**config.mk**
```make
export PLATFORM = sky130hd
export DESIGN_NAME = mem_access_unit
export DESIGN_NICKNAME = d
export VERILOG_FILES = /design/src/rtl/mem_access_unit.sv
export SDC_FILE = /design/constraint.sdc
export NUM_CORES = 1
export LEC_CHECK = 0
export CAP_MARGIN = 0
export CORE_MARGIN = 2
export CORE_UTILIZATION = 34
export CTS_BUF_LIST = sky130_fd_sc_hd__clkbuf_4 sky130_fd_sc_hd__clkbuf_8
export CTS_CLUSTER_SIZE = 40
export DETAILED_ROUTE_END_ITERATION = 16
export PLACE_DENSITY = 0.73
export SLEW_MARGIN = 10
export SYNTH_ARGS = -nofsm -noshare
export SYNTH_HDL_FRONTEND = slang
export SYNTH_SLANG_ARGS = --single-unit
```
**constraint.sdc**
```tcl
create_clock -name Clock -period 1.8 [get_ports Clock]
set_clock_uncertainty 0.15 [all_clocks]
set_input_delay 0.18 -clock Clock [delete_from_list [all_inputs] [get_ports Clock]]
set_output_delay 0.18 -clock Clock [all_outputs]
set_load 0.01 [all_outputs]
```
**src/rtl/mem_access_unit.sv**
```systemverilog
// Purpose: M-stage load/store unit; drives the data-memory port, extends load data, flags misalignment.
// Latency: request accepted in IDLE, one ACCESS cycle, then the response is registered in RESP (min 3 cycles per request).
// Backpressure: req_ready only in IDLE; rsp_valid/rsp_data held in RESP until rsp_ready. Optional macro: MAU_RANGE_CHECK_EN.
module mem_access_unit #(
  parameter int unsigned DM_WORDS = 4096
) (
  input  logic        Clock,
  input  logic        Reset,
  input  logic        req_valid,
  output logic        req_ready,
  input  logic [2:0]  req_op,
  input  logic [31:0] req_addr,
  input  logic [31:0] req_wdata,
  input  logic [31:0] req_pc,
  output logic [31:0] dm_addr,
  output logic        dm_we,
  output logic [3:0]  dm_be,
  output logic [31:0] dm_wdata,
  output logic [31:0] dm_pc,
  input  logic [31:0] dm_rdata,
  output logic        rsp_valid,
  input  logic        rsp_ready,
  output logic [31:0] rsp_data,
  output logic        rsp_exc,
  output logic [4:0]  rsp_exc_code
);

  typedef enum logic [1:0] {
    S_IDLE   = 2'd0,
    S_ACCESS = 2'd1,
    S_RESP   = 2'd2
  } state_t;

  localparam logic [2:0] OP_LW  = 3'b000;
  localparam logic [2:0] OP_LH  = 3'b001;
  localparam logic [2:0] OP_LHU = 3'b010;
  localparam logic [2:0] OP_LB  = 3'b011;
  localparam logic [2:0] OP_LBU = 3'b100;
  localparam logic [2:0] OP_SW  = 3'b101;
  localparam logic [2:0] OP_SH  = 3'b110;
  localparam logic [2:0] OP_SB  = 3'b111;

  // The range check folds to a constant when disabled, leaving only alignment checks.
`ifdef MAU_RANGE_CHECK_EN
  localparam logic RANGE_EN = 1'b1;
`else
  localparam logic RANGE_EN = 1'b0;
`endif

  state_t      state;
  logic [2:0]  op_q;
  logic [31:0] addr_q;
  logic [31:0] wdata_q;
  logic [31:0] pc_q;

  logic        is_store;
  logic        misalign;
  logic        out_of_range;
  logic        exc_c;
  logic [3:0]  be_c;
  logic [15:0] half_c;
  logic [7:0]  byte_c;
  logic [31:0] load_c;

  // Decode the latched request: store flag, exception, byte enables, extended load data.
  always_comb begin
    is_store     = op_q[2] & (op_q[1] | op_q[0]);
    misalign     = 1'b0;
    be_c         = 4'b0000;
    half_c       = addr_q[1] ? dm_rdata[31:16] : dm_rdata[15:0];
    byte_c       = 8'h00;
    load_c       = 32'h0;
    out_of_range = RANGE_EN & ({2'b00, addr_q[31:2]} >= DM_WORDS);

    unique case (addr_q[1:0])
      2'd0:    byte_c = dm_rdata[7:0];
      2'd1:    byte_c = dm_rdata[15:8];
      2'd2:    byte_c = dm_rdata[23:16];
      default: byte_c = dm_rdata[31:24];
    endcase

    unique case (op_q)
      OP_LW:   begin misalign = (addr_q[1:0] != 2'b00); load_c = dm_rdata; end
      OP_LH:   begin misalign = addr_q[0]; load_c = {{16{half_c[15]}}, half_c}; end
      OP_LHU:  begin misalign = addr_q[0]; load_c = {16'h0, half_c}; end
      OP_LB:   load_c = {{24{byte_c[7]}}, byte_c};
      OP_LBU:  load_c = {24'h0, byte_c};
      OP_SW:   begin misalign = (addr_q[1:0] != 2'b00); be_c = 4'b1111; end
      OP_SH:   begin misalign = addr_q[0]; be_c = addr_q[1] ? 4'b1100 : 4'b0011; end
      default: be_c = 4'b0001 << addr_q[1:0];
    endcase

    exc_c = misalign | out_of_range;
  end

  // Memory port is live only in ACCESS; a reset in that cycle kills the write.
  always_comb begin
    req_ready = (state == S_IDLE);
    dm_addr   = addr_q;
    dm_wdata  = wdata_q;
    dm_pc     = pc_q;
    dm_be     = (state == S_ACCESS) ? be_c : 4'b0000;
    dm_we     = (state == S_ACCESS) & is_store & ~exc_c & ~Reset;
  end

  // Request FSM: latch in IDLE, register the response at the end of ACCESS, hold it through RESP.
  always_ff @(posedge Clock) begin
    if (Reset) begin
      state        <= S_IDLE;
      op_q         <= 3'b000;
      addr_q       <= 32'h0;
      wdata_q      <= 32'h0;
      pc_q         <= 32'h0;
      rsp_valid    <= 1'b0;
      rsp_data     <= 32'h0;
      rsp_exc      <= 1'b0;
      rsp_exc_code <= 5'd0;
    end else begin
      unique case (state)
        S_IDLE: begin
          if (req_valid) begin
            op_q    <= req_op;
            addr_q  <= req_addr;
            wdata_q <= req_wdata;
            pc_q    <= req_pc;
            state   <= S_ACCESS;
          end
        end
        S_ACCESS: begin
          state        <= S_RESP;
          rsp_valid    <= 1'b1;
          rsp_data     <= exc_c ? 32'h0 : load_c;
          rsp_exc      <= exc_c;
          rsp_exc_code <= exc_c ? (is_store ? 5'd5 : 5'd4) : 5'd0;
        end
        S_RESP: begin
          if (rsp_ready) begin
            rsp_valid <= 1'b0;
            state     <= S_IDLE;
          end
        end
        default: state <= S_IDLE;
      endcase
    end
  end

endmodule

```
==> results by group, run 1 <==
Status
  – Status: finished, violations left
  – Failing checks: negative setup slack

Logic synthesis
  – Synth Area in Compound Gates: 0.207
  – Warnings, synthesis: 0
  – Netlist cell types: 38
  – Mux share of post-synthesis cell area: 0.0373
  – Post-synthesis cell area: 0.00543 mm²
  – Leading cell types by count after synthesis: nand2_1, dfxtp_1, a21oi_1, clkbuf_1, o21ai_1
  – Post-synth EDFFs: 0
  – Post-Synth XOR/XNOR Area: 0.00161
  – Post-synth top area cell: dfxtp_1
  – Synth Instances: 663
  – Primary FF master, synth: dfxtp_1
  – Largest family of logic cells by synthesized area: compound AO/OA/AOI/OAI gates
  – Top post-synthesis cells by area: dfxtp_1, nand2_1, a21oi_1
  – Post-synth ARST share: 0
  – Sequential area share after synthesis: 0.501
  – Top-area cell type share of the netlist area: 0.501
  – Avg Synthesized Cell Area: 8.20 µm²
  – Post-synthesis simple-gate area fraction: 0.198
  – Yosys reg bits: 136
  – Count leader, synth: nand2_1
  – Post-synthesis adder-cell area fraction: 0.00184

Clocking
  – Worst-Skew Late Latency: 0.44 ns
  – H-Tree Depth: 4
  – # hold bufs at CTS: 0
  – Cts bufs inserted: 17
  – TritonCTS Sinks: 136
  – Clock transition at path regs: 0.08 ns
  – CTS Buffer Depth: 2
  – CTS root buffer: clkbuf_8
  – CTS tree: done

Pwr
  – Switch share: 0.285
  – Pint: 5.25 mW
  – Clk pwr share: 0.320
  – Max IR drop VDD: 0.000582 V
  – P per Cell Area: 792 mW/mm²
  – Reg power frac: 0.448
  – Combinational cell fraction of total power: 0.233
  – Final Power: 7.35 mW
  – Leak: 3.50 nW
  – Sw power: 2.10 mW

Global routing
  – Initial antenna violation count: 0
  – Gr usage total: 0.220
  – M3 GR Usage: 0.0924
  – Largest net degree at the start of global routing: 69
  – Total gr overflow: 0
  – Met2 Track Usage GR: 0.381
  – Number of global-route vias before repair: 5,563
  – GR Util met1: 0.240
  – First-pass GRT wire length: 28,800 µm
  – GR peak layer: met2

Timing
  – Period minus WS final: 1.99 ns
  – Period utilisation layout: 1.11
  – Endpoints failing hold: 0
  – Final setup viols: 30
  – Setup tns final: -2.08 ns
  – Max Slew Vio Count: 0
  – Hold_ws: 0.108 ns
  – Setup WS post-layout: -0.194 ns
  – Achievable frequency: 501 MHz
  – Unrepaired setup endpoints after global routing: true

Placement
  – Placed instance count: 1,150
  – Post-Place Setup Slack: -0.230 ns
  – RePlAce Congestion: 0.910
  – Post-DP Area: 0.00875 mm²
  – Detailed Place HPWL: 14,000 µm
  – Port Buffers: 272

Worst setup path
  – Critical Path RT: 1.47 ns
  – CP Launch Type: flip-flop
  – CP max FO: 7
  – Worst Path Arrival: 1.66 ns
  – Critical path class: reg2out
  – CP endpoint kind: primary output

Die
  – Die height: 130 µm
  – Core Rows: 46
  – Die X-Extent: 130 µm
  – Die area: 0.0170 mm²
  – Starting Density: 0.345
  – I/O pins: 276
  – Area of the core: 0.0158 mm²

Detailed routing
  – Routed WL: 19,300 µm
  – Wire length per cell: 16.2 µm
  – Routed vias: 5,842
  – Drc violations: 0
  – Initial DRT Pass Iterations: 7
  – Via-to-Cell Ratio: 4.90
  – DRT antenna net count: 0
  – Iter 0 DRT Violations: 380

Layout
  – Area Overhead vs Synth: 70.8%
  – Layout cell share with drive strength beyond 1: 0.150
  – Util after Layout: 0.589
  – Fin nets: 1,098
  – Fin cells: 1,192
  – Post-layout instance area: 0.00928 mm²
  – Antenna diodes: 0

Hold path
  – HP Class: in2reg

Job
  – MaxCap Viol Count: 0
## path summary, 6_finish.rpt
path | startpoint | endpoint | slack, ns | cells after the start
worst max-delay path | op_q[1] | dm_we | -0.19 | 4
worst min-delay path | Reset | dm_pc[0] | 0.11 | 3
worst max register to register | dm_addr[0] | rsp_data[28] | -0.12 | 6
worst min register to register | rsp_data[22] | rsp_data[22] | 0.30 | 2
## kinds of logic (layout without fill, tap and decap cells)
family          count (synthesis)  after routing
compound gates                184            184
xor+xnor                        1              1
fa+ha+maj                       1              1
buf+inv                        60            371
flops                         136            136
mux                             9              9
other cells                     1              3
simple gates                  271            271
## cell usage in the layout (no fill, tap or decap), types with 2 or more instances in the layout
master	Yosys	final
dfxtp_1	136	131
dlygate4sd2_1	0	4
clkinv_4	0	4
dfxtp_4	0	3
inv_1	2	2
nor3_1	2	2
a221oi_1	14	6
dlymetal6s2s_1	0	2
nand2b_1	4	3
a21o_1	3	3
clkinv_2	0	4
nor2b_1	7	5
dfxtp_2	0	2
buf_6	2	5
clkinvlp_4	0	3
o21ai_1	17	19
o21ai_0	12	10
a222oi_1	8	8
clkdlybuf4s50_1	0	261
nand2_1	244	243
clkbuf_2	1	3
inv_6	0	2
mux4_2	9	9
buf_12	0	13
a221oi_2	0	8
nor2_1	5	5
buf_4	9	48
a22oi_2	10	10
a21oi_1	109	109
conb_1	1	3
clkbuf_8	0	17
a22oi_1	6	6
## power groups by stage
stage                     Clock [mW]  Sequential, mW  Combinational [mW]
final                           2.35            3.29                1.71
after detailed placement           0            3.36                1.66
after global placement             0            3.35                1.65
after floorplan                    0            3.43               0.591
after global routing            2.56            3.32                1.84
after CTS                       2.42            3.29                1.68
## state kept, by name, summed over array words and instances, names as in the netlist
register and count:
state 2, rsp_exc_code 2, rsp_data 32, dm_addr 32, dm_pc 32, op_q 3, rsp_valid 1, dm_wdata 32
## per-layer routing
layer	share of wire	up-vias
met5	0	-
met4	0.022	0
met3	0.11	28
met2	0.49	281
met1	0.37	2686
li1	-	2847
## what timing repair did
item | 4_1_cts | 5_1_grt
setup buffers | 4 | 7
pin swaps | 4 | 11
endpoints found under the setup margin | 38 | 39
resized for setup | 22 | 31
## final cells by class
type                       instances  area (µm²)
inverter                           2        7.51
multi-input combinational        469        2530
fill                            1422        6490
timing repair buffer             337        3370
clock buffer                      18         241
sequential                       136        2740
clock inverter                    14         125
tap                              216         270
## critical path: stages (launching register included)
cell      delay, ns
dfxtp_4        0.37
nand2b_4       0.14
a222oi_1       0.43
nor3_1         0.13
buf_2          0.17
(Power assumes the default switching activity.)
==> run 2: changes to the inputs <==
--- a/config.mk
+++ b/config.mk
@@ -12,6 +12,7 @@
 export CTS_CLUSTER_SIZE = 40
 export DETAILED_ROUTE_END_ITERATION = 16
 export PLACE_DENSITY = 0.73
+export REMOVE_ABC_BUFFERS = 1
 export SLEW_MARGIN = 10
 export SYNTH_ARGS = -nofsm -noshare
 export SYNTH_HDL_FRONTEND = slang
==> constraint.sdc (replaced) <==
create_clock -name Clock -period 1.8 [get_ports Clock]
set_clock_uncertainty 0.15 [all_clocks]
set_input_delay 0.45 -clock Clock [delete_from_list [all_inputs] [get_ports Clock]]
set_output_delay 0.45 -clock Clock [all_outputs]
set_load 0.01 [all_outputs]
==> run 2 against run 1 <==
The flow still finishes with violations (negative setup slack). Count of clock-buffer cells in the layout stayed put. Combinational power hardly changed. Critical endpoint unchanged. Setup slack worse by 0.13 ns. Final cell count is 1.9% higher.
==> results by group, run 2 (synthesized netlist as in run 1, its figures left out) <==
Die
  – Core Rows: 46 (unchanged)
  – I/O pins: 276 (unchanged)
  – Die area: 0.0170 mm² (unchanged)
  – Starting Density: 0.345 (unchanged)
  – Area of the core: 0.0158 mm² (unchanged)
  – Die height: 130 µm (unchanged)
  – Die X-Extent: 130 µm (unchanged)

Pwr
  – Combinational cell fraction of total power: 0.225 (was 0.233)
  – P per Cell Area: 798 mW/mm² (was 792 mW/mm²)
  – Sw power: 2.17 mW (was 2.10 mW)
  – Reg power frac: 0.437 (was 0.448)
  – Leak: 4.14 nW (was 3.50 nW)
  – Switch share: 0.289 (was 0.285)
  – Clk pwr share: 0.338 (was 0.320)
  – Pint: 5.35 mW (was 5.25 mW)
  – Max IR drop VDD: 0.000549 V (was 0.000582 V)

Clocking
  – CTS Buffer Depth: 2 (unchanged)
  – Worst-Skew Late Latency: 0.45 ns (was 0.44 ns)
  – TritonCTS Sinks: 136 (unchanged)
  – CTS root buffer: clkbuf_8 (unchanged)
  – Clock transition at path regs: 0.08 ns (about the same)
  – Cts bufs inserted: 17 (unchanged)
  – H-Tree Depth: 4 (unchanged)
  – CTS tree: done (unchanged)

Layout
  – Antenna diodes: 0 (unchanged)
  – Area occupied by multi-input gates: 0.00262 mm² (was 0.00253 mm²)
  – Util after Layout: 0.597 (was 0.589)
  – Fill cell count: 1,458 (was 1,422)
  – Area Overhead vs Synth: 73.4% (was 70.8%)
  – Most frequent cells in the layout: nand2_1, clkdlybuf4s50_1, dlygate4sd2_1, dfxtp_1, a21oi_1 (was clkdlybuf4s50_1, nand2_1, dfxtp_1, a21oi_1, buf_4)
  – Sequential cell area: 0.00274 mm² (unchanged)
  – Fin nets: 1,121 (was 1,098)
  – Most common cell after layout, fill and taps aside: nand2_1 (was clkdlybuf4s50_1)
  – Layout cell share with drive strength beyond 1: 0.190 (was 0.150)
  – Fin cells: 1,215 (was 1,192)

Detailed routing
  – Wire length per cell: 15.9 µm (was 16.2 µm)
  – DRT antenna net count: 0 (unchanged)
  – Initial DRT Pass Iterations: 7 (unchanged)
  – Routed vias: 5,925 (was 5,842)
  – Routed WL: 19,300 µm (about the same)
  – Via-to-Cell Ratio: 4.88 (was 4.90)
  – Drc violations: 0 (unchanged)
  – Iter 0 DRT Violations: 330 (was 380)

Worst setup path
  – Critical path class: reg2out (unchanged)
  – Worst stage delay on the critical path: 0.37 ns (was 0.43 ns)
  – Worst Path Arrival: 1.52 ns (was 1.66 ns)
  – CP Launch Type: flip-flop (unchanged)
  – Worst path cell trace: nand2b_4, a222oi_1, nor3_1, buf_2 (unchanged)
  – Slowest stage cell, crit path: dfxtp_4 (was a222oi_1)
  – CP max FO: 7 (unchanged)
  – Critical Path RT: 1.20 ns (was 1.47 ns)
  – CP endpoint kind: primary output (unchanged)

Timing
  – Max Slew Vio Count: 0 (unchanged)
  – Unrepaired setup endpoints after global routing: true (unchanged)
  – Period utilisation layout: 1.18 (was 1.11)
  – Setup tns final: -7.01 ns (was -2.08 ns)
  – Setup WS post-layout: -0.325 ns (was -0.194 ns)
  – Final setup viols: 38 (was 30)
  – Achievable frequency: 471 MHz (was 501 MHz)
  – Endpoints failing hold: 0 (unchanged)
  – Period minus WS final: 2.12 ns (was 1.99 ns)
  – Hold_ws: 0.296 ns (was 0.108 ns)

Global routing
  – Number of global-route vias before repair: 5,721 (was 5,563)
  – Largest net degree at the start of global routing: 74 (was 69)
  – First-pass GRT wire length: 29,300 µm (was 28,800 µm)
  – Total gr overflow: 0 (unchanged)
  – Initial antenna violation count: 0 (unchanged)
  – Gr usage total: 0.218 (was 0.220)

Placement
  – RePlAce Congestion: 0.829 (was 0.910)
  – Detailed Place HPWL: 13,200 µm (was 14,000 µm)
  – Placed instance count: 1,162 (was 1,150)
  – Port Buffers: 272 (unchanged)

Status
  – Status: finished, violations left (unchanged)
  – Failing checks: negative setup slack (unchanged)

Job
  – MaxCap Viol Count: 0 (unchanged)

Hold path
  – HP Class: reg2reg (was in2reg)
==> run 2: worst paths after layout <==
kind | startpoint | end | slack, ns | cells past startpoint
setup / recovery | op_q[1] | dm_we | -0.32 | 4
hold / removal | rsp_data[24] | rsp_data[24] | 0.30 | 2
setup reg to reg | dm_addr[0] | rsp_data[27] | -0.26 | 8
hold reg to reg | rsp_data[24] | rsp_data[24] | 0.30 | 2
==> run 2: timing repair <==
item,4_1_cts,5_1_grt
gates cloned,1,0
setup endpoints to repair,169,40
buffers inserted,13,9
hold buffers,0,0
pin swaps,14,13
gates resized for setup,219,18
==> run 2: critical path: cells and delay by family, from the launching register on <==
family | cells | cell delay, ns
buffers and inverters | 1 | 0.17
and+or+nand+nor | 2 | 0.22
DFF | 1 | 0.37
AOI/OAI and AO/OA | 1 | 0.34
==> run 2: power by group through the flow <==
stage,registers [mW],logic (mW),clock network [mW]
after floorplan,3.45,0.492,0
after global placement,3.35,1.64,0
after detailed placement,3.36,1.64,0
after CTS,3.28,1.66,2.60
after global routing,3.31,1.82,2.72
final,3.28,1.69,2.54
==> run 2: cell type report <==
| type | count | area share |
|---|---|---|
| Clock buffer | 18 | 0.0256 |
| Sequential cell | 136 | 0.290 |
| Tap cell | 216 | 0.0287 |
| Multi-Input combinational cell | 469 | 0.278 |
| Inverter | 2 | 0.000797 |
| Timing Repair Buffer | 360 | 0.361 |
| Clock inverter | 14 | 0.0157 |
==> run 2: per-stage QoR <==
step	worst slack (ns)	total power [mW]	cell area, µm²
2_1_floorplan	-0.976	3.94	5170
4_1_cts	-0.391	7.54	9310
6_report	-0.325	7.52	9420
3_5_place_dp	-0.499	5.00	8780
5_1_grt	-0.452	7.85	9420
3_3_place_gp	-0.467	4.98	8780
==> run 2: per-layer routing <==
layer | wire [µm] | track usage | up-vias
met1 | 7480 | 0.246 | 2747
met2 | 9280 | 0.366 | 264
met5 | 0 | 0 | -
met4 | 417 | 0.0801 | 0
met3 | 2100 | 0.0993 | 28
li1 | - | - | 2886
==> run 3: changes to the inputs <==
--- a/config.mk
+++ b/config.mk
@@ -12,6 +12,7 @@
 export CTS_CLUSTER_SIZE = 40
 export DETAILED_ROUTE_END_ITERATION = 16
 export PLACE_DENSITY = 0.73
+export RECOVER_POWER = 50
 export REMOVE_ABC_BUFFERS = 1
 export SLEW_MARGIN = 10
 export SYNTH_ARGS = -nofsm -noshare
==> run 3 against run 2 <==
The flow still finishes with violations (negative setup slack). Count of clock-buffer cells in the layout unchanged. Setup slack got worse by 0.0033 ns. Highest routed layer unchanged. Register-to-register slack about the same. Largest power group unchanged. Global-route usage unchanged.
==> results by group, run 3 (synthesized netlist as in run 1, its figures left out) <==
Worst setup path
  – Worst Path Arrival: 1.53 ns (was 1.52 ns)
  – Critical path class: reg2out (unchanged)
  – CP Launch Type: flip-flop (unchanged)
  – CP endpoint kind: primary output (unchanged)
  – Critical Path RT: 1.20 ns (about the same)
  – CP max FO: 7 (unchanged)

Pwr
  – Max IR drop VDD: 0.000549 V (about the same)
  – Leak: 4.12 nW (was 4.14 nW)
  – Final Power: 7.50 mW (was 7.52 mW)
  – P per Cell Area: 799 mW/mm² (was 798 mW/mm²)

Detailed routing
  – Routed vias: 5,978 (was 5,925)
  – Routed WL: 19,300 µm (about the same)
  – Iter 0 DRT Violations: 354 (was 330)
  – Via-to-Cell Ratio: 4.92 (was 4.88)
  – Initial DRT Pass Iterations: 7 (unchanged)
  – Wire length per cell: 15.9 µm (about the same)
  – DRT antenna net count: 0 (unchanged)
  – Drc violations: 0 (unchanged)

Clocking
  – CTS root buffer: clkbuf_8 (unchanged)
  – Clock transition at path regs: 0.08 ns (about the same)
  – Worst-Skew Late Latency: 0.45 ns (about the same)
  – Cts bufs inserted: 17 (unchanged)
  – TritonCTS Sinks: 136 (unchanged)
  – CTS Buffer Depth: 2 (unchanged)
  – H-Tree Depth: 4 (unchanged)
  – CTS tree: done (unchanged)

Global routing
  – First-pass GRT wire length: 29,300 µm (unchanged)
  – Initial antenna violation count: 0 (unchanged)
  – Gr usage total: 0.218 (unchanged)
  – Total gr overflow: 0 (unchanged)
  – Number of global-route vias before repair: 5,721 (unchanged)
  – Largest net degree at the start of global routing: 74 (unchanged)

Job
  – MaxCap Viol Count: 0 (unchanged)

Status
  – Status: finished, violations left (unchanged)
  – Failing checks: negative setup slack (unchanged)

Timing
  – Endpoints failing hold: 0 (unchanged)
  – Final setup viols: 58 (was 38)
  – Unrepaired setup endpoints after global routing: true (unchanged)
  – Max Slew Vio Count: 0 (unchanged)
  – Setup tns final: -7.25 ns (was -7.01 ns)
  – Hold_ws: 0.295 ns (was 0.296 ns)
  – Period utilisation layout: 1.18 (about the same)
  – Setup WS post-layout: -0.328 ns (was -0.325 ns)
  – Achievable frequency: 470 MHz (was 471 MHz)
  – Period minus WS final: 2.13 ns (was 2.12 ns)

Die
  – Starting Density: 0.345 (unchanged)
  – Die height: 130 µm (unchanged)
  – Area of the core: 0.0158 mm² (unchanged)
  – Core Rows: 46 (unchanged)
  – Die area: 0.0170 mm² (unchanged)
  – I/O pins: 276 (unchanged)
  – Die X-Extent: 130 µm (unchanged)

Layout
  – Layout cell share with drive strength beyond 1: 0.186 (was 0.190)
  – Fin cells: 1,215 (unchanged)
  – Area Overhead vs Synth: 72.8% (was 73.4%)
  – Post-layout instance area: 0.00939 mm² (was 0.00942 mm²)
  – Most frequent cells in the layout: nand2_1, clkdlybuf4s50_1, dfxtp_1, dlygate4sd2_1, a21oi_1 (was nand2_1, clkdlybuf4s50_1, dlygate4sd2_1, dfxtp_1, a21oi_1)
  – Fill cell count: 1,465 (was 1,458)
  – Most common cell after layout, fill and taps aside: nand2_1 (unchanged)
  – Fin nets: 1,121 (unchanged)
  – Antenna diodes: 0 (unchanged)

Placement
  – Placed instance count: 1,162 (unchanged)
  – Detailed Place HPWL: 13,200 µm (unchanged)
  – Port Buffers: 272 (unchanged)
  – Post-DP Area: 0.00878 mm² (unchanged)
  – RePlAce Congestion: 0.829 (unchanged)

Hold path
  – HP Class: reg2reg (unchanged)
[run 3: cell types whose count changed in the layout (fill, tap and decap cells not counted), sizes merged]
cell,delta
buf,-4
clkbuf,+4
[run 3: worst max-delay path: stages, from the launching register on]
cell      delay, ns
dfxtp_4        0.37
nand2b_4       0.14
a222oi_1       0.34
nor3_1         0.08
buf_2          0.17
[run 3: final timing paths]
kind                              startpoint            to  slack (ns)  depth (start not counted)
worst min register to register  rsp_data[24]  rsp_data[24]        0.30                          2
worst min-delay path            rsp_data[24]  rsp_data[24]        0.30                          2
worst max-delay path                 op_q[1]         dm_we       -0.33                          4
worst max register to register    dm_addr[0]  rsp_data[22]       -0.26                          8
[run 3: area by class of cell]
| type | count | area (µm²) | share of cell area |
|---|---|---|---|
| timing repair buffer | 360 | 3370 | 0.359 |
| tap | 216 | 270 | 0.0288 |
| multi-input combinational | 469 | 2620 | 0.279 |
| clock inverter | 14 | 148 | 0.0157 |
| sequential | 136 | 2740 | 0.291 |
| clock buffer | 18 | 241 | 0.0257 |
| inverter | 2 | 7.51 | 0.000800 |
[run 3: where the power goes]
group          total, mW  switching, mW  internal, mW  leakage (nW)
registers           3.28         0.0942          3.19          1.12
logic               1.68          0.787         0.890          2.81
clock network       2.54           1.29          1.25         0.197
[run 3: what timing repair did]
action                                  CTS  global route
setup buffers                            13             9
gates resized for setup                 219            18
hold buffers                              0             0
endpoints found under the setup margin  169            40
pin swaps                                14            13
gates cloned                              1             0
[run 3: per-stage QoR]
| step | util | setup slack, ns |
|---|---|---|
| floorplan | - | -0.976 |
| global placement | 0.557 | -0.467 |
| detailed placement | 0.557 | -0.499 |
| CTS | 0.590 | -0.391 |
| global route | 0.595 | -0.452 |
| finish | 0.595 | -0.328 |
[run 3: layer usage]
layer | wire [µm] | GRT usage | share of wire
met5 | 0 | 0 | 0
met4 | 423 | 0.0801 | 0.022
met3 | 2080 | 0.0993 | 0.11
met2 | 9320 | 0.366 | 0.48
met1 | 7470 | 0.246 | 0.39
